File: src/rtl/pri_pkg.sv
// pri_pkg: shared types and width helpers for pri_encoder / pri_decoder.
// Exports the mask occupancy state enum and clog2-based width functions.
package pri_pkg;

  typedef enum logic [1:0] {
    EMPTY   = 2'd0,
    PARTIAL = 2'd1,
    FULL    = 2'd2
  } mask_state_e;

  function automatic int clog2(input int n);
    int r;
    r = 0;
    while ((1 << r) < n) r++;
    return r;
  endfunction

  // An index bus is never narrower than one bit, even for DWIDTH == 1.
  function automatic int idx_width(input int n);
    int r;
    r = clog2(n);
    return (r < 1) ? 1 : r;
  endfunction

endpackage

File: src/rtl/pri_decoder_onehot_dec.sv
// onehot_dec: combinational bit index -> one-hot expansion with range flag.
// idx_i: index; onehot_o: 1 << idx_i (0 when out of range); oor_o: idx_i >= DWIDTH.
module onehot_dec #(
  parameter int DWIDTH = 8,
  parameter int IWIDTH = 3
) (
  input  logic [IWIDTH-1:0] idx_i,
  output logic [DWIDTH-1:0] onehot_o,
  output logic              oor_o
);

  localparam logic [IWIDTH:0] LIMIT = (IWIDTH+1)'(DWIDTH);

  // Only indices below DWIDTH can match a bit, so an
  // out-of-range index naturally yields an all-zero vector.
  always_comb begin
    oor_o    = ({1'b0, idx_i} >= LIMIT);
    onehot_o = '0;
    for (int i = 0; i < DWIDTH; i++) begin
      onehot_o[i] = (idx_i == IWIDTH'(i));
    end
  end

endmodule

File: src/rtl/pri_decoder.sv
// pri_decoder: pipelined index -> one-hot decoder with a sticky request mask.
// In: clk, rst, enable, clear, din, din_v. Out: dout, dout_v, err, mask, mask_cnt, mask_full, mask_empty.
module pri_decoder
  import pri_pkg::*;
#(
  parameter  int DWIDTH = 8,
  localparam int IWIDTH = idx_width(DWIDTH),
  localparam int CWIDTH = clog2(DWIDTH + 1)
) (
  input  logic              clk,
  input  logic              rst,
  input  logic              enable,
  input  logic              clear,
  input  logic [IWIDTH-1:0] din,
  input  logic              din_v,
  output logic [DWIDTH-1:0] dout,
  output logic              dout_v,
  output logic              err,
  output logic [DWIDTH-1:0] mask,
  output logic [CWIDTH-1:0] mask_cnt,
  output logic              mask_full,
  output logic              mask_empty
);

  localparam logic [CWIDTH-1:0] ALL_SET = CWIDTH'(DWIDTH);

  logic [IWIDTH-1:0] in_idx_q;
  logic              in_v_q;
  logic [IWIDTH-1:0] s1_idx_q;
  logic              s1_v_q;
  logic [DWIDTH-1:0] dout_q;
  logic              dout_v_q;
  logic              err_q;

  logic [DWIDTH-1:0] mask_q, mask_d;
  logic [CWIDTH-1:0] cnt_q, cnt_d;
  mask_state_e       state_q, state_d;

  logic [DWIDTH-1:0] dec;
  logic              oor;
  logic              upd;

  function automatic logic [CWIDTH-1:0] popcnt(
    input logic [DWIDTH-1:0] v
  );
    logic [CWIDTH-1:0] c;
    c = '0;
    for (int i = 0; i < DWIDTH; i++) begin
      c = c + CWIDTH'(v[i]);
    end
    return c;
  endfunction

  onehot_dec #(
    .DWIDTH (DWIDTH),
    .IWIDTH (IWIDTH)
  ) u_dec (
    .idx_i    (s1_idx_q),
    .onehot_o (dec),
    .oor_o    (oor)
  );

  // Input capture, index stage, decode stage: din sampled at
  // edge N shows on dout after edge N+2.
  always_ff @(posedge clk) begin
    if (rst) begin
      in_idx_q <= '0;
      in_v_q   <= 1'b0;
      s1_idx_q <= '0;
      s1_v_q   <= 1'b0;
      dout_q   <= '0;
      dout_v_q <= 1'b0;
      err_q    <= 1'b0;
    end else if (enable) begin
      in_idx_q <= din;
      in_v_q   <= din_v;
      s1_idx_q <= in_idx_q;
      s1_v_q   <= in_v_q;
      dout_q   <= s1_v_q ? dec : '0;
      dout_v_q <= s1_v_q;
      err_q    <= s1_v_q & oor;
    end
  end

  assign upd = enable & s1_v_q & ~oor;

  // Clear wins over the old mask but not over a same-edge update.
  always_comb begin
    mask_d = mask_q;
    if (clear) mask_d = '0;
    if (upd)   mask_d = mask_d | dec;
    cnt_d = popcnt(mask_d);
  end

  always_ff @(posedge clk) begin
    if (rst) begin
      mask_q <= '0;
      cnt_q  <= '0;
    end else begin
      mask_q <= mask_d;
      cnt_q  <= cnt_d;
    end
  end

  always_ff @(posedge clk) begin
    if (rst) state_q <= EMPTY;
    else     state_q <= state_d;
  end

  always_comb begin
    state_d = state_q;
    unique case (1'b1)
      (clear & ~upd): state_d = EMPTY;
      upd:            state_d = (cnt_d == ALL_SET) ? FULL : PARTIAL;
      default:        state_d = state_q;
    endcase
  end

  always_comb begin
    mask_empty = (state_q == EMPTY);
    mask_full  = (state_q == FULL);
  end

  assign dout     = dout_q;
  assign dout_v   = dout_v_q;
  assign err      = err_q;
  assign mask     = mask_q;
  assign mask_cnt = cnt_q;

endmodule

File: config.mk
export PLATFORM = sky130hd
export DESIGN_NAME = pri_decoder
export DESIGN_NICKNAME = d
export VERILOG_FILES = /design/src/rtl/pri_pkg.sv /design/src/rtl/pri_decoder_onehot_dec.sv /design/src/rtl/pri_decoder.sv
export SDC_FILE = /design/constraint.sdc
export NUM_CORES = 1
export LEC_CHECK = 0
export ABC_AREA = 1
export BUFFER_PORTS_ARGS = -buffer_cell sky130_fd_sc_hd__clkbuf_2
export CORE_AREA = 2 2 76 64
export CTS_CLUSTER_SIZE = 24
export DETAILED_ROUTE_END_ITERATION = 6
export DIE_AREA = 0 0 78 66
export SLEW_MARGIN = 10
export SYNTH_ARGS = -nofsm -noshare
export SYNTH_HDL_FRONTEND = slang
export SYNTH_SLANG_ARGS = --single-unit
File: constraint.sdc
create_clock -name clk -period 7.3 [get_ports clk]
set_input_delay 0.365 -clock clk [delete_from_list [all_inputs] [get_ports clk]]
set_output_delay 0.365 -clock clk [all_outputs]
set_load 0.005 [all_outputs]
======== After elaboration in Yosys (flattened, before gate mapping) ========
Index checks and enable logic that the tools add are counted.
cells by class
  add/subtract/negate cells ............... 7
  eq/ne operators ......................... 9
  mux-type cells .......................... 5
  bitwise operators ....................... 4
  reduce and logical (&&, ||, !) cells .... 3
operators with widths
  cell                                                 count
  2-to-1 mux 8 bit                                     3
  adder 4 x 1 -> 4 bit                                 4
  equality test 3 bit, second input constant           4
  OR 8 bit                                             1
  equality test 3 x 2 -> 1 bit, second input constant  2
  adder 3 x 1 -> 4 bit                                 1
  equality test 4 bit, second input constant           1
  one-hot mux 2 bit (2 select lines)                   1
  adder 2 x 1 -> 3 bit                                 1
  equality test 3 x 1 -> 1 bit, second input constant  1
  zero test 3 bit                                      1
  adder 1 x 1 -> 2 bit                                 1
  AND 1 bit                                            2
  equality test 2 bit, second input constant           1
  zero test 2 bit                                      1
  2-to-1 mux 2 bit                                     1
  nonzero test 2 bit                                   1
  inverter 1 bit                                       1
storage, ports and cells
  bits in registers ....................... 31
  input bits .............................. 8
  logic and storage cells ................. 37

======== Logic depth before layout (Yosys ltp) ========
Gate-level depths: netlist of the first run.
  depth after elaboration ................. 13
  gate-level depth with buffers ........... 17

======== Hierarchy ========
From an unflattened synthesis of the first run, not the netlist that was laid out.
second synthesis, totals
  cell total of the unflattened synthesis .. 186
  area total of the unflattened synthesis .. 1433.9 sq um
modules (own cells, without submodules)
  module       times used  cells each  area an instance (sq um)  seq. area each (sq um)
  pri_decoder  1           169         1366.3                    640.6
  onehot_dec   1           17          67.6                      0.0

======== Least setup slack after synthesis of the first run ========
No wires, ideal clock.
  path type ............................... input-to-reg
  start point ............................. input clear
  end point ............................... register state_q[0]
  setup time .............................. 117 ps
  data arrival time ....................... 3221 ps
  required time ........................... 7183 ps
  slack ................................... 3963 ps
  stages on the path ...................... 16
  buffers on the path ..................... 0
  path through ............................ clkinv_1 nand2_1 nand2_1 fa_1 fa_1 inv_1 fa_1 inv_1 ha_1 inv_1 fa_1 inv_1 nor2_1 nand3_1 nand2_1 a21oi_1
between the ends
  cells in the longest elaborated chain, start to end .. 13
ends and longest elaborated chain
  element                               RTL line            source
  start: declaration                    pri_decoder.sv:13   input logic clear,
  2-to-1 mux 8 bit *                    pri_decoder.sv:90   if (clear) mask_d = '0;
  OR 8 bit                              pri_decoder.sv:91   if (upd) mask_d = mask_d | dec;
  2-to-1 mux 8 bit *                    pri_decoder.sv:91
  net mask_d[0]                         pri_decoder.sv:35   logic [DWIDTH-1:0] mask_q, mask_d;
  adder 1 x 1 -> 2 bit *                pri_decoder.sv:49   c = c + CWIDTH'(v[i]);
  adder 2 x 1 -> 3 bit *                pri_decoder.sv:49
  adder 3 x 1 -> 4 bit *                pri_decoder.sv:49
  adder 4 x 1 -> 4 bit * (4 in a row)   pri_decoder.sv:49
  equality test 4 bit *                 pri_decoder.sv:114  upd: state_d = (cnt_d == ALL_SET) ? FULL : PARTIAL;
  2-to-1 mux 2 bit *                    pri_decoder.sv:114
  one-hot mux 2 bit (2 select lines) *  pri_decoder.sv:112  unique case (1'b1)
  end signal: assignment                pri_decoder.sv:107  else state_q <= state_d;
  end: declaration                      pri_decoder.sv:37   mask_state_e state_q, state_d;
The timed path passes the listed nets; every way through them passes the cells marked *.
A chain may end at the register's enable or synchronous reset.

======== Final worst setup path of the first run ========
  start point ............................. register s1_idx_q[0]
  end point ............................... register state_q[0]
between the ends
  cells in the longest elaborated chain, start to end .. 13
ends and longest elaborated chain
  element                             RTL line                      source
  start: declaration                  pri_decoder.sv:29             logic [IWIDTH-1:0] s1_idx_q;
  start signal: assignment            pri_decoder.sv:77             s1_idx_q <= in_idx_q;
  equality test 3 x 1 -> 1 bit        pri_decoder_onehot_dec.sv:20  onehot_o[i] = (idx_i == IWIDTH'(i));
  OR 8 bit                            pri_decoder.sv:91
  2-to-1 mux 8 bit                    pri_decoder.sv:91
  net mask_d[1]                       pri_decoder.sv:35
  adder 1 x 1 -> 2 bit                pri_decoder.sv:49
  adder 2 x 1 -> 3 bit                pri_decoder.sv:49
  adder 3 x 1 -> 4 bit                pri_decoder.sv:49
  adder 4 x 1 -> 4 bit (4 in a row)   pri_decoder.sv:49
  equality test 4 bit                 pri_decoder.sv:114
  2-to-1 mux 2 bit                    pri_decoder.sv:114
  one-hot mux 2 bit (2 select lines)  pri_decoder.sv:112
The timed path passes the listed nets, and every way through them passes these cells.

==> impl_metrics.csv, run 1 <==
group,metric,value,unit
outcome,outcome,"complete, no violations",
timing,min_period,3.50,ns
hold_path,hold_depth,3,
detailed_routing,wl_per_cell,10.7,µm
timing,hold_viol_final,0,
timing,final-setup-viol-count,0,
global_route,grt_pass1_vias,983,
hold_path,worstHoldStart,"din[2]",
detailed_routing,vias,1067,
floorplanning,start_util,28.9,%
timing,layout_setup_ws,3.80,ns
synthesis,netlist.area_leader.share,48.7,%
synthesis,synth_cells,155,
floorplanning,die-area,5150,µm²
clock_tree,root_buffer,"clkbuf_8",
clock_tree,clk_pin_slew,0.07,ns
power,power,332,µW
synthesis,seq_area_frac_synth,48.7,%
clock_tree,cts_tree,"yes",
final_layout,area_delta_synth_final,22.7,%
floorplanning,die_h,66,µm
synthesis,syn-num-nets,170,
timing,tightestPinTransition,0.574,ns
clock_tree,cts_resized,0,
timing,min_period_over_period,47.9,%
detailed_routing,drc,0,
critical_path,cp_top_family,"adder cells",
timing,fmax,0.286,GHz
critical_path,reg2reg_to,"state_q[0]",
critical_path,path_cells,"inv_1, nor2_1, nand2_1, nand2_1, fa_1, fa_1, inv_1, fa_1, inv_1, ha_1, inv_1, fa_1, inv_1, nor2_1, nand3_1, nand2_1, a21oi_1",
floorplanning,fp.dieW,78,µm
clock_tree,htree_num_levels,2,
synthesis,synth.distinct_cells,20,
synthesis,ys_warn_count,0,
synthesis,yosysTopAreaCell,"dfxtp_1",
clock_tree,cts_buffer_depth,2,
synthesis,syn_avg_cell_area,8.22,µm²
placement,place_ws,3.59,ns
floorplanning,ios,32,
timing,finClkSkew,0.00867,ns
power,vdd_ir_drop_max,0.0978,mV
final_layout,final_nets,202,
critical_path,critical_path_arrival,3.65,ns
placement,dp_hpwl,2.01,mm
clock_tree,cts_buffers,5,
floorplanning,core,4400,µm²
global_route,grt.overflow.total,0,
hold_path,hp-class,"in -> reg",
critical_path,rrSetupSlack,3.80,ns
synthesis,syn_area,1270,µm²
placement,portBuffers,30,
global_route,antenna_found_initial,0,
critical_path,crit_type,"reg -> reg",
timing,rsz0062_at_grt,"no",
clock_tree,hold_buffers,0,
critical_path,cp-start-kind,"flip-flop",
critical_path,end_kind,"flip-flop",
placement,place_area,1470,µm²
detailed_routing,via_per_inst,4.30,
final_layout,n_antenna_cell,0,
final_layout,design_area,1560,µm²
hold_path,whs_endpoint,"in_idx_q[2]",
placement,dp.cells,240,
clock_tree,clkLatencyLatePin,0.29,ns
critical_path,cp_num_buf_inv,5,
critical_path,cp_slowest_stage_delay,0.51,ns
clock_tree,postCtsSetupRepairBufs,0,
timing,slew_violations,0,
detailed_routing,ant_nets,0,
power,p_leak,0.756,nW
clock_tree,cts_sinks,31,
final_layout,final_cells,248,
detailed_routing,drtIter0Drc,24,
critical_path,cpMaxStageDelayCell,"fa_1",
detailed_routing,drt_first_pass_iters,4,
flow_run,maxCapViolCount,0,
critical_path,r2r-start,"s1_idx_q[0]",
placement,gp_congestion,0.746,
critical_path,path_common_cell,"inv_1",
synthesis,synth_seq_cells,31,
final_layout,drive_gt1_share,22.9,%
timing,slew_headroom,61.7,%
critical_path,worst_ep_required_time,7.45,ns
critical_path,worstRegToRegCells,17,
global_route,grt_pass1_wl,4.46,mm
floorplanning,fp-row-count,22,
critical_path,worst-path-max-fanout,4,
power,power_density,212,nW/µm²
global_route,grt_use_total,11.6,%
detailed_routing,wl,2.66,mm
global_route,grt_max_degree,23,
synthesis,netlist_top_cells_area,"dfxtp_1, nand2_1, a21oi_1",
timing,finalSetupTns,0,ns
[worst max path at each step]
stage                       to        start  depth (start not counted)  slack, ns
floorplan           state_q[0]        clear                         16       3.96
global placement    state_q[0]       enable                         18       3.65
detailed placement  state_q[0]       enable                         18       3.59
CTS                 state_q[0]  s1_idx_q[0]                         17       3.78
global route        state_q[0]  s1_idx_q[0]                         17       3.49
finish              state_q[0]  s1_idx_q[0]                         17       3.80
[tightest hold or removal path, stage by stage]
cell and delay (ns):
clkbuf_2 0.08, nor2_1 0.03, nor2_1 0.08
[flip-flops by register name, summed over array words and instances, names as in the netlist]
register,count
dout,8
dout_v,1
in_idx_q,3
in_v_q,1
mask,8
mask_cnt,4
s1_idx_q,3
s1_v_q,1
state_q,2
[cells in the final DEF, fill, tap and decap left out, drive strengths merged]
master	synthesis	final
fa	4	4
clkbuf	1	35
o21ai	10	10
clkinvlp	0	2
clkinv	1	2
a21oi	19	19
a22oi	4	4
dfxtp	31	31
nor2	26	26
nand2	32	32
inv	17	17
nand3	2	2
conb	1	1
ha	3	3
[cells in the mapped netlist (all sizes together)]
library cell,number
fa,4
buf,4
conb,1
a21oi,19
nand2,32
ha,3
a22oi,4
clkinv,1
clkbuf,1
inv,17
nand3,2
o21ai,10
dfxtp,31
nor2,26
[per-layer routing]
layer  up-vias  wire length (µm)  track usage [%]
met1       477              1360             15.1
li1        554                 -                -
met2        28              1090             16.8
met3         8               147             3.83
met4         0                65             6.58
met5         -                 0                0
[report_power, final]
| group | total, mW | internal (mW) | switching, mW |
|---|---|---|---|
| registers | 0.176 | 0.174 | 0.00272 |
| clock network | 0.133 | 0.0662 | 0.0669 |
| logic | 0.0224 | 0.00748 | 0.0149 |
| total | 0.332 | 0.247 | 0.0845 |
[area by class of cell]
class / count / area [µm²]
clock buffers: 5 / 68.8
clock inverters: 3 / 20.0
fillers: 493 / 2840
inverters: 18 / 67.6
multi-input cells: 101 / 561
flip-flops and latches: 31 / 621
well taps: 60 / 75.1
repair buffers: 30 / 150
[cell families after synthesis]
logic type	after synthesis	share of synthesized area, %
flip-flops	31	48.7
adder cells (fa/ha/maj)	7	9.23
AO/OA/AOI/OAI	33	13.8
other	1	0.294
buffers and inverters	23	7.27
AND/OR/NAND/NOR	60	20.7
[through the flow]
step	utilization (%)	hold WS [ns]
global placement	33.5	0.450
finish	35.5	0.299
detailed placement	33.5	0.458
floorplan	-	0.434
global route	35.5	0.296
CTS	35.5	0.297
Power figures use the tool's default switching activity.
==> run 2: changes to the inputs <==
- ABC_AREA: 1 -> 0
- clock period: 7.3 -> 2.9 ns (I/O delays scaled with it)
==> run 2 against run 1 <==
Compared with the run above:
- the run now ends with negative setup slack left
- critical path depth down 4
- final cell count up 0.81%
- register-to-register slack worse by 4.3 ns
- setup slack worse by 4.3 ns
- utilization up 4.6 points
- wire length up 11%
- via count up 3.2%
- flip-flop and latch count unchanged
- cell area up 13%
- worst hold slack worse by 0.20 ns
- clock skew down 0.0066 ns
- area after synthesis down 0.20%
- highest routed layer unchanged
==> impl_metrics.csv, run 2 <==
group,metric,value,unit
outcome,outcome,"complete, but fails checks",
outcome,violations,"negative setup slack",
synthesis,ys.flop_type,"dfxtp_1",
critical_path,worstRegToRegCells,13,
synthesis,synth_cells,138,
critical_path,crit_end,"state_q[0]",
clock_tree,htree_num_levels,2,
final_layout,area_delta_synth_final,39.0,%
placement,dp_hpwl,2.15,mm
power,p_int,615,µW
critical_path,path_cells,"and3b_2, nand2_2, nand2_2, fa_1, fa_1, inv_1, fa_1, inv_2, ha_4, inv_2, fa_2, nand4_1, o2bb2ai_2",
synthesis,yosys-top-cells-count,"dfxtp_1, nand2_1, nor2_1, a21oi_1, mux2i_1",
final_layout,seqCellArea,628,µm²
detailed_routing,drt_first_pass_iters,4,
critical_path,crit_type,"reg -> reg",
timing,hold_viol_final,0,
final_layout,drive_gt1_share,40.0,%
clock_tree,cts_buffers,5,
placement,gp_congestion,0.802,
timing,slew_violations,0,
final_layout,multiInputGateArea,638,µm²
global_route,grtUsageMet1,16.6,%
synthesis,netlist_top_cells_area,"dfxtp_1, nand2_1, fa_1",
timing,min_period,3.36,ns
final_layout,final_cell_mix,"clkbuf_2, dfxtp_1, buf_4",
global_route,grt_use_total,12.8,%
detailed_routing,ant_nets,0,
detailed_routing,via_per_inst,4.40,
placement,place_area,1620,µm²
floorplanning,fp.dieW,78,µm
detailed_routing,vias,1101,
power,p_leak,0.835,nW
synthesis,yosysTopAreaCell,"dfxtp_1",
synthesis,ys_warn_count,0,
timing,fmax,0.297,GHz
critical_path,worst_ep_required_time,3.05,ns
timing,min_period_over_period,116,%
power,power,792,µW
timing,slew_headroom,55.5,%
detailed_routing,wl,2.95,mm
clock_tree,cts_sinks,31,
floorplanning,fp-row-count,22,
clock_tree,clk_pin_slew,0.06,ns
critical_path,cp_slowest_stage_delay,0.52,ns
final_layout,design_area,1770,µm²
placement,place_ws,-0.498,ns
floorplanning,core,4400,µm²
floorplanning,start_util,28.9,%
placement,portBuffers,30,
critical_path,cp_num_buf_inv,3,
synthesis,syn_avg_cell_area,9.21,µm²
clock_tree,hold_buffers,0,
synthesis,syn_area,1270,µm²
detailed_routing,drc,0,
final_layout,final_nets,206,
critical_path,worst-path-max-fanout,4,
synthesis,synth_edf_count,0,
clock_tree,clkLatencyLatePin,0.28,ns
critical_path,end_kind,"flip-flop",
floorplanning,die_h,66,µm
placement,dp.cells,239,
critical_path,startpoint,"s1_idx_q[0]",
synthesis,synth_seq_cells,31,
timing,layout_setup_ws,-0.464,ns
global_route,grt.overflow.total,0,
power,vdd_ir_drop_max,0.239,mV
floorplanning,ios,32,
timing,finClkSkew,0.00203,ns
timing,rsz0062_at_grt,"yes",
global_route,globalRouteMet3Util,4.10,%
power,p_sw,177,µW
critical_path,rrSetupSlack,-0.46,ns
final_layout,final_common_cell,"clkbuf_2",
clock_tree,cts_tree,"yes",
critical_path,r2r-start,"s1_idx_q[0]",
power,power_density,448,nW/µm²
synthesis,seq_area_frac_synth,48.8,%
synthesis,netlist.area_leader.share,48.8,%
timing,final-setup-viol-count,5,
critical_path,reg2reg_to,"state_q[0]",
final_layout,n_antenna_cell,0,
clock_tree,cts_buffer_depth,2,
synthesis,synth.most_common_cell,"dfxtp_1",
power,p_clk_share,38.3,%
synthesis,syn-num-nets,153,
flow_run,maxCapViolCount,0,
detailed_routing,wl_per_cell,11.8,µm
clock_tree,root_buffer,"clkbuf_8",
critical_path,cpMaxStageDelayCell,"fa_2",
synthesis,synthArstFlopShare,0,%
critical_path,critical_path_arrival,3.52,ns
global_route,antenna_found_initial,0,
critical_path,cp_top_family,"adder cells",
timing,tightestPinTransition,0.668,ns
final_layout,fillerInstances,497,
critical_path,cp-start-kind,"flip-flop",
critical_path,path_common_cell,"fa_1",
global_route,gr-max-usage-layer,"met2",
critical_path,worst-path-stages,13,
global_route,grt_pass1_vias,1052,
synthesis,synth.distinct_cells,26,
global_route,use_met2,19.2,%
floorplanning,die-area,5150,µm²
power,seq_power_share,55.1,%
global_route,grt_max_degree,34,
power,combPwrFrac,6.6,%
hold_path,hp-class,"in -> reg",
final_layout,final_cells,250,
detailed_routing,drtIter0Drc,40,
global_route,grt_pass1_wl,5.01,mm
power,swShare,22.3,%
[run 2: metrics by stage]
stage                     TNS (ns)  util [%]  hold slack, ns
after global routing         -2.28      40.1           0.111
final                        -1.64      40.1          0.0965
after CTS                    -1.40      39.0          0.0944
after floorplan             -0.931         -           0.217
after detailed placement     -1.49      36.7           0.388
after global placement       -1.33      36.7           0.382
[run 2: worst reg2reg max path, delay by kind of cell, from the launching register on]
| family | cells | cell delay [ns] |
|---|---|---|
| simple gates | 4 | 0.50 |
| fa+ha+maj | 5 | 2.06 |
| compound gates | 1 | 0.15 |
| buf+inv | 3 | 0.16 |
| flops | 1 | 0.36 |
[run 2: cells by family after synthesis]
group / synth area share (%)
AO/OA/AOI/OAI: 9.65
XOR/XNOR: 0.689
adder cells (fa/ha/maj): 9.25
buffers and inverters: 5.02
flip-flops: 48.8
multiplexers: 6.30
other: 0.295
AND/OR/NAND/NOR: 20.0
[run 2: worst min-delay path by stage]
stage / startpoint / endpoint / depth (start not counted)
6_report: din[1] / in_idx_q[1] / 3
4_1_cts: din[0] / in_idx_q[0] / 3
5_1_grt: din_v / in_v_q / 3
3_5_place_dp: din[0] / in_idx_q[0] / 3
3_3_place_gp: din[0] / in_idx_q[0] / 3
2_1_floorplan: rst / mask_cnt[0] / 1
[run 2: power by group through the flow]
stage | combinational [mW] | clock (mW) | sequential, mW
finish | 0.0525 | 0.303 | 0.436
global route | 0.0586 | 0.331 | 0.436
CTS | 0.0505 | 0.315 | 0.437
detailed placement | 0.0498 | 0 | 0.446
global placement | 0.0496 | 0 | 0.446
floorplan | 0.0314 | 0 | 0.445
[run 2: metal layers]
layer	part of all wire [%]	wire length (µm)
met1	50	1470
met2	43	1260
met3	5.4	159
met4	2.2	64
met5	0	0
[run 2: repair_timing]
action | CTS | global route
endpoints found under the setup margin | 6 | 6
pin swaps | 6 | 3
buffers inserted | 3 | 2
gates resized for setup | 2 | 8
[run 2: layout make-up]
class	instances	area share [%]
multi-input combinational	93	36.1
sequential	31	35.6
timing repair buffer	53	18.5
tap	60	4.25
clock buffer	6	4.11
inverter	7	1.49
